**src/rtl/mipi_raw_pkg.sv**
```systemverilog
// rtl/mipi_raw_pkg.sv - RAW10 constants and pixel-to-byte packing shared by packer and depacker
package mipi_raw_pkg;

  localparam int RAW10_BYTES_PER_GROUP = 5;
  localparam int RAW10_PIX_PER_GROUP   = 4;
  localparam int PIX_W                 = 10;
  localparam int LANES                 = 4;

  // pix = {p0,p1,p2,p3}; result byte n sits in [8n+7:8n], byte 4 carries the LSB pairs
  function automatic logic [39:0] raw10_pack(input logic [39:0] pix);
    logic [39:0] b;
    b[7:0]   = pix[39:32];
    b[15:8]  = pix[29:22];
    b[23:16] = pix[19:12];
    b[31:24] = pix[9:2];
    b[39:32] = {pix[31:30], pix[21:20], pix[11:10], pix[1:0]};
    return b;
  endfunction

endpackage

```
**src/rtl/mipi_tx_raw10_packer.sv**
```systemverilog
// rtl/mipi_tx_raw10_packer.sv - packs 4x10-bit pixel groups into a 32-bit CSI-2 RAW10 byte stream
module mipi_tx_raw10_packer
  import mipi_raw_pkg::*;
#(
  parameter int PIX_W     = 10,
  parameter int BUF_BYTES = 8
) (
  input  logic                 clk_i,
  input  logic                 rst_n_i,
  input  logic                 clear_i,
  input  logic                 pix_valid_i,
  output logic                 pix_ready_o,
  input  logic [4*PIX_W-1:0]   pix_i,
  input  logic                 line_end_i,
  output logic                 valid_o,
  input  logic                 ready_i,
  output logic [31:0]          data_o,
  output logic [3:0]           keep_o,
  output logic                 last_o
);

  if (PIX_W != mipi_raw_pkg::PIX_W || BUF_BYTES != 8) begin : g_param_chk
    $error("mipi_tx_raw10_packer supports only PIX_W=10 and BUF_BYTES=8");
  end

  logic [8*BUF_BYTES-1:0] buf_q, buf_d;
  logic [3:0]             cnt_q, cnt_d;
  logic                   flush_q, flush_d;

  logic       out_fire, in_fire;
  logic [3:0] rm_bytes, surv;
  logic [63:0] pack64;

  // Bytes at or above cnt_q are always zero, so data_o needs no masking
  assign valid_o     = (cnt_q >= 4'd4) || (flush_q && (cnt_q != 4'd0));
  assign data_o      = buf_q[31:0];
  assign keep_o      = (cnt_q >= 4'd4) ? 4'hF : ~(4'hF << cnt_q[1:0]);
  assign last_o      = flush_q && (cnt_q <= 4'd4) && valid_o;

  assign out_fire    = valid_o && ready_i;
  assign rm_bytes    = out_fire ? ((cnt_q >= 4'd4) ? 4'd4 : cnt_q) : 4'd0;
  assign surv        = cnt_q - rm_bytes;

  // Combinational from ready_i: a word leaving this cycle frees room for the next group
  assign pix_ready_o = !flush_q && (surv <= 4'd3);
  assign in_fire     = pix_valid_i && pix_ready_o;
  assign pack64      = {24'd0, raw10_pack(pix_i)};

  always_comb begin
    buf_d   = buf_q;
    cnt_d   = cnt_q;
    flush_d = flush_q;
    if (clear_i) begin
      buf_d   = '0;
      cnt_d   = 4'd0;
      flush_d = 1'b0;
    end else begin
      buf_d = buf_q >> {rm_bytes, 3'b000};
      cnt_d = surv;
      if (in_fire) begin
        buf_d = buf_d | (pack64 << {surv, 3'b000});
        cnt_d = surv + 4'd5;
        if (line_end_i) flush_d = 1'b1;
      end else if (out_fire && last_o) begin
        flush_d = 1'b0;
      end
    end
  end

  always_ff @(posedge clk_i or negedge rst_n_i) begin
    if (!rst_n_i) begin
      buf_q   <= '0;
      cnt_q   <= 4'd0;
      flush_q <= 1'b0;
    end else begin
      buf_q   <= buf_d;
      cnt_q   <= cnt_d;
      flush_q <= flush_d;
    end
  end

endmodule

```
**config.mk**
```make
export PLATFORM = sky130hd
export DESIGN_NAME = mipi_tx_raw10_packer
export DESIGN_NICKNAME = d
export VERILOG_FILES = /design/src/rtl/mipi_raw_pkg.sv /design/src/rtl/mipi_tx_raw10_packer.sv
export SDC_FILE = /design/constraint.sdc
export NUM_CORES = 1
export LEC_CHECK = 0
export CAP_MARGIN = 15
export CORE_MARGIN = 3
export CORE_UTILIZATION = 40
export DETAILED_ROUTE_END_ITERATION = 7
export GPL_TIMING_DRIVEN = 0
export HOLD_SLACK_MARGIN = 0.02
export PLACE_DENSITY = 0.6
export SYNTH_ARGS = -nofsm -noshare
export SYNTH_HDL_FRONTEND = slang
export SYNTH_SLANG_ARGS = --single-unit
```
**constraint.sdc**
```tcl
create_clock -name clk_i -period 4.1 [get_ports clk_i]
set_clock_uncertainty 0.15 [all_clocks]
set_input_delay 0.615 -clock clk_i [delete_from_list [all_inputs] [get_ports clk_i]]
set_output_delay 0.615 -clock clk_i [all_outputs]
set_load 0.01 [all_outputs]
```
==> out/results.tsv <==
stage	metric	value	unit
layout	fin_area	7848	um2
grt	grt_pass1_vias	6623	
power_and_ir_drop	ir_worst_vdd	0.2641	mV
power_and_ir_drop	switching_share	47.23	%
routing	vias	7230	
grt	overflow	0	
timing	report.final.hold_viol_count	0	
synthesis	synth_seq_area_share	27.34	%
critical_path	crit_type	in2reg	
routing	vias_per_cell	6.543	
synthesis	synth_seq_cells	69	
critical_path	path_common_cell	buf_4	
critical_path	cp.required	4.17	ns
routing	wire_per_inst	26.45	um
timing	drv_slew	0	
layout	drive_above_1_share	13.53	%
floorplanning	rows	45	
floorplanning	core_region_area	15310	um2
floorplanning	io_pins	85	
floorplanning	chipHeight	131.6	um
routing	routed_wl	29220	um
power_and_ir_drop	seqPwrFrac	21.0	%
layout	diodes	0	
floorplanning	die_x	131.6	um
synthesis	synthCells	792	
critical_path	reg2reg_depth	13	
clock_tree	clock-root-buffer	clkbuf_16	
layout	layout_common_cells	nor2_1, clkdlybuf4s50_1, dfrtp_1	
critical_path	cp.arrival	4.09	ns
synthesis	synthDistinctLibCells	63	
routing	first_pass_iters	8	
critical_path	worst-path-max-fanout	10	
timing	rsz0062_at_grt	false	
clock_tree	cts_tree	built	
place	port_buffers	84	
routing	drt_iter0_markers	1102	
status	status	complete, no violations	
grt	grt_pass1_wl	42640	um
timing	post-route-min-period	4.022	ns
clock_tree	htreeDepth	3	
critical_path	cpPeakStageDelay	0.60	ns
layout	fillers	1474	
synthesis	synth.avg_cell_area	7.973	um2
synthesis	synth_top_area_share	27.34	%
grt	grt_max_degree	70	
timing	setup_viol	0	
timing	clock.fmax	248.6	MHz
synthesis	synth_nets	844	
floorplanning	start_util	41.23	%
power_and_ir_drop	p_leak	3.271	nW
place	dpl_cell_area	7445	um2
synthesis	synth_flop_cell	dfrtp_1	
place	place_ws	-0.8908	ns
power_and_ir_drop	finalPower	4.904	mW
timing	tightest_slew	0.8052	ns
timing	timing.hold.ws	0.1285	ns
synthesis	synthTopCellsByArea	dfrtp_1, mux2i_1, nor2_1, buf_4, nand3_1	
clock_tree	clock_latency	0.33	ns
power_and_ir_drop	power.internal	2.588	mW
power_and_ir_drop	p_clk_share	17.9	%
floorplanning	die_area	17330	um2
power_and_ir_drop	p_sw	2.316	mW
clock_tree	clock-sinks	69	
routing	postRouteAntennaNets	0	
critical_path	r2r_end	buf_q[11]	
critical_path	reg2reg_setup_slack	0.25	ns
timing	fin_crit_sh	98.09	%
critical_path	cp-end-kind	flip-flop	
hold_path	holdCritPathClass	in2async	
synthesis	yosysWarnings	0	
clock_tree	cts.path.max_buffers	2	
critical_path	cp_cell_sequence	clkdlybuf4s50_1 -> and4bb_1 -> buf_4 -> nand2_4 -> inv_8 -> ha_1 -> inv_1 -> fa_2 -> xor2_4 -> buf_4 -> nor2_1 -> nand4_1 -> o221ai_1	
timing	slew_headroom	45.96	%
layout	seq_area	1727	um2
power_and_ir_drop	powerDensity	625.0	nW/um2
layout	final_common_cell	nor2_1	
grt	antenna_found_initial	0	
layout	multi_input_area	3944	um2
run	maxCapViolCount	0	
place	gp_congestion	1.026	
clock_tree	numCtsBuffers	9	
synthesis	ys_async_sr_fraction	100.0	%
routing	drc	0	
power_and_ir_drop	pwr-share-comb	61.0	%
layout	fin_nets	941	
layout	area_growth	24.27	%
place	hpwl	22760	um
synthesis	synth_edf_count	0	
synthesis	synth.cell_area	6315	um2
grt	grtUsageTotal	32.39	%
clock_tree	path_clk_slew	0.06	ns
critical_path	slowest_stage	nand4_1	
critical_path	start_kind	input pin	
timing	setup_ws	0.07816	ns
synthesis	synth_top_area_cell	dfrtp_1	
critical_path	rr_startpoint	cnt_q[3]	
cells in the mapped netlist, types with 3 or more instances:
master / n
a21o_1: 14
nand4_1: 8
dfrtp_1: 69
buf_2: 29
a21oi_1: 46
a32oi_1: 3
nor3b_1: 3
nand3_1: 50
inv_2: 4
mux2_2: 14
o22ai_1: 10
o211ai_1: 20
and3_1: 13
o221ai_1: 27
nor2b_1: 14
o31ai_1: 6
o21ai_0: 30
mux2i_1: 57
nand2b_1: 9
o21ai_1: 4
o21bai_1: 7
a31oi_1: 29
o32ai_1: 4
a22o_1: 3
o2bb2ai_1: 4
or4_1: 8
nor3_1: 25
a221oi_1: 4
inv_1: 18
buf_4: 38
buf_1: 6
a211oi_1: 8
clkbuf_1: 33
a32o_1: 19
ha_1: 5
nand2_1: 31
o2111ai_1: 8
nor2_1: 84
final cells by class:
cell class	instances	area share, %
clock buffers	13	3.316
well taps	211	3.364
clock inverters	3	0.8610
inverters	23	1.228
multi-input cells	593	50.26
repair buffers	86	11.07
flip-flops and latches	69	22.00
plain buffers	107	7.908
state kept, by name, indices dropped and copies added (netlist names):
register / flops
buf_q: 64
cnt_q: 4
flush_q: 1
worst max-delay path by stage:
stage / from / endpoint / slack, ns / depth (start not counted)
6_report: ready_i / buf_q[11] / 0.08 / 13
5_1_grt: ready_i / pix_ready_o / 0.002 / 12
4_1_cts: ready_i / pix_ready_o / 0.004 / 12
3_5_place_dp: ready_i / pix_ready_o / -0.89 / 12
3_3_place_gp: ready_i / pix_ready_o / -0.88 / 12
2_1_floorplan: ready_i / pix_ready_o / 0.78 / 10
power by group through the flow:
stage | clock (mW) | sequential [mW] | combinational (mW)
floorplan | 0 | 0.958 | 1.79
global placement | 0 | 1.03 | 2.79
detailed placement | 0 | 1.03 | 2.82
CTS | 0.878 | 1.02 | 2.90
global route | 0.909 | 1.05 | 3.16
finish | 0.880 | 1.03 | 2.99
cell families (layout without fill, tap and decap cells):
kind of cell	Yosys count	count (layout)	synth area share, %
simple gates	260	260	20.39
compound gates	253	253	28.18
buf+inv	130	232	10.68
mux	72	72	11.71
flops	69	69	27.34
fa+ha+maj	6	6	1.308
xor+xnor	2	2	0.3964
per-layer routing:
layer  track usage, %  routed length [um]
met1            45.00               12060
met5                0                   0
met2            47.91               12510
met4            13.71                1283
met3            8.002                3367
per-stage QoR:
| step | TNS [ns] | utilization, % | std cells |
|---|---|---|---|
| after global placement | -33.85 | 48.45 | 1087 |
| after global routing | 0 | 51.24 | 1105 |
| after floorplan | 0 | - | 792 |
| final | 0 | 51.24 | 1105 |
| after detailed placement | -22.61 | 48.61 | 1088 |
| after CTS | 0 | 51.22 | 1105 |
repair_timing:
action,4_1_cts,5_1_grt
gates resized for setup,21,9
pin swaps,1,0
endpoints found under the setup margin,32,26
hold buffers,0,0
buffers inserted,1,0
worst max-delay path, delay by kind of cell:
family,cells,cell delay [ns]
buf+inv,5,1.07
xor+xnor,1,0.20
compound gates,1,0.47
fa+ha+maj,2,0.59
simple gates,4,1.14
Power figures use the tool's default switching activity.
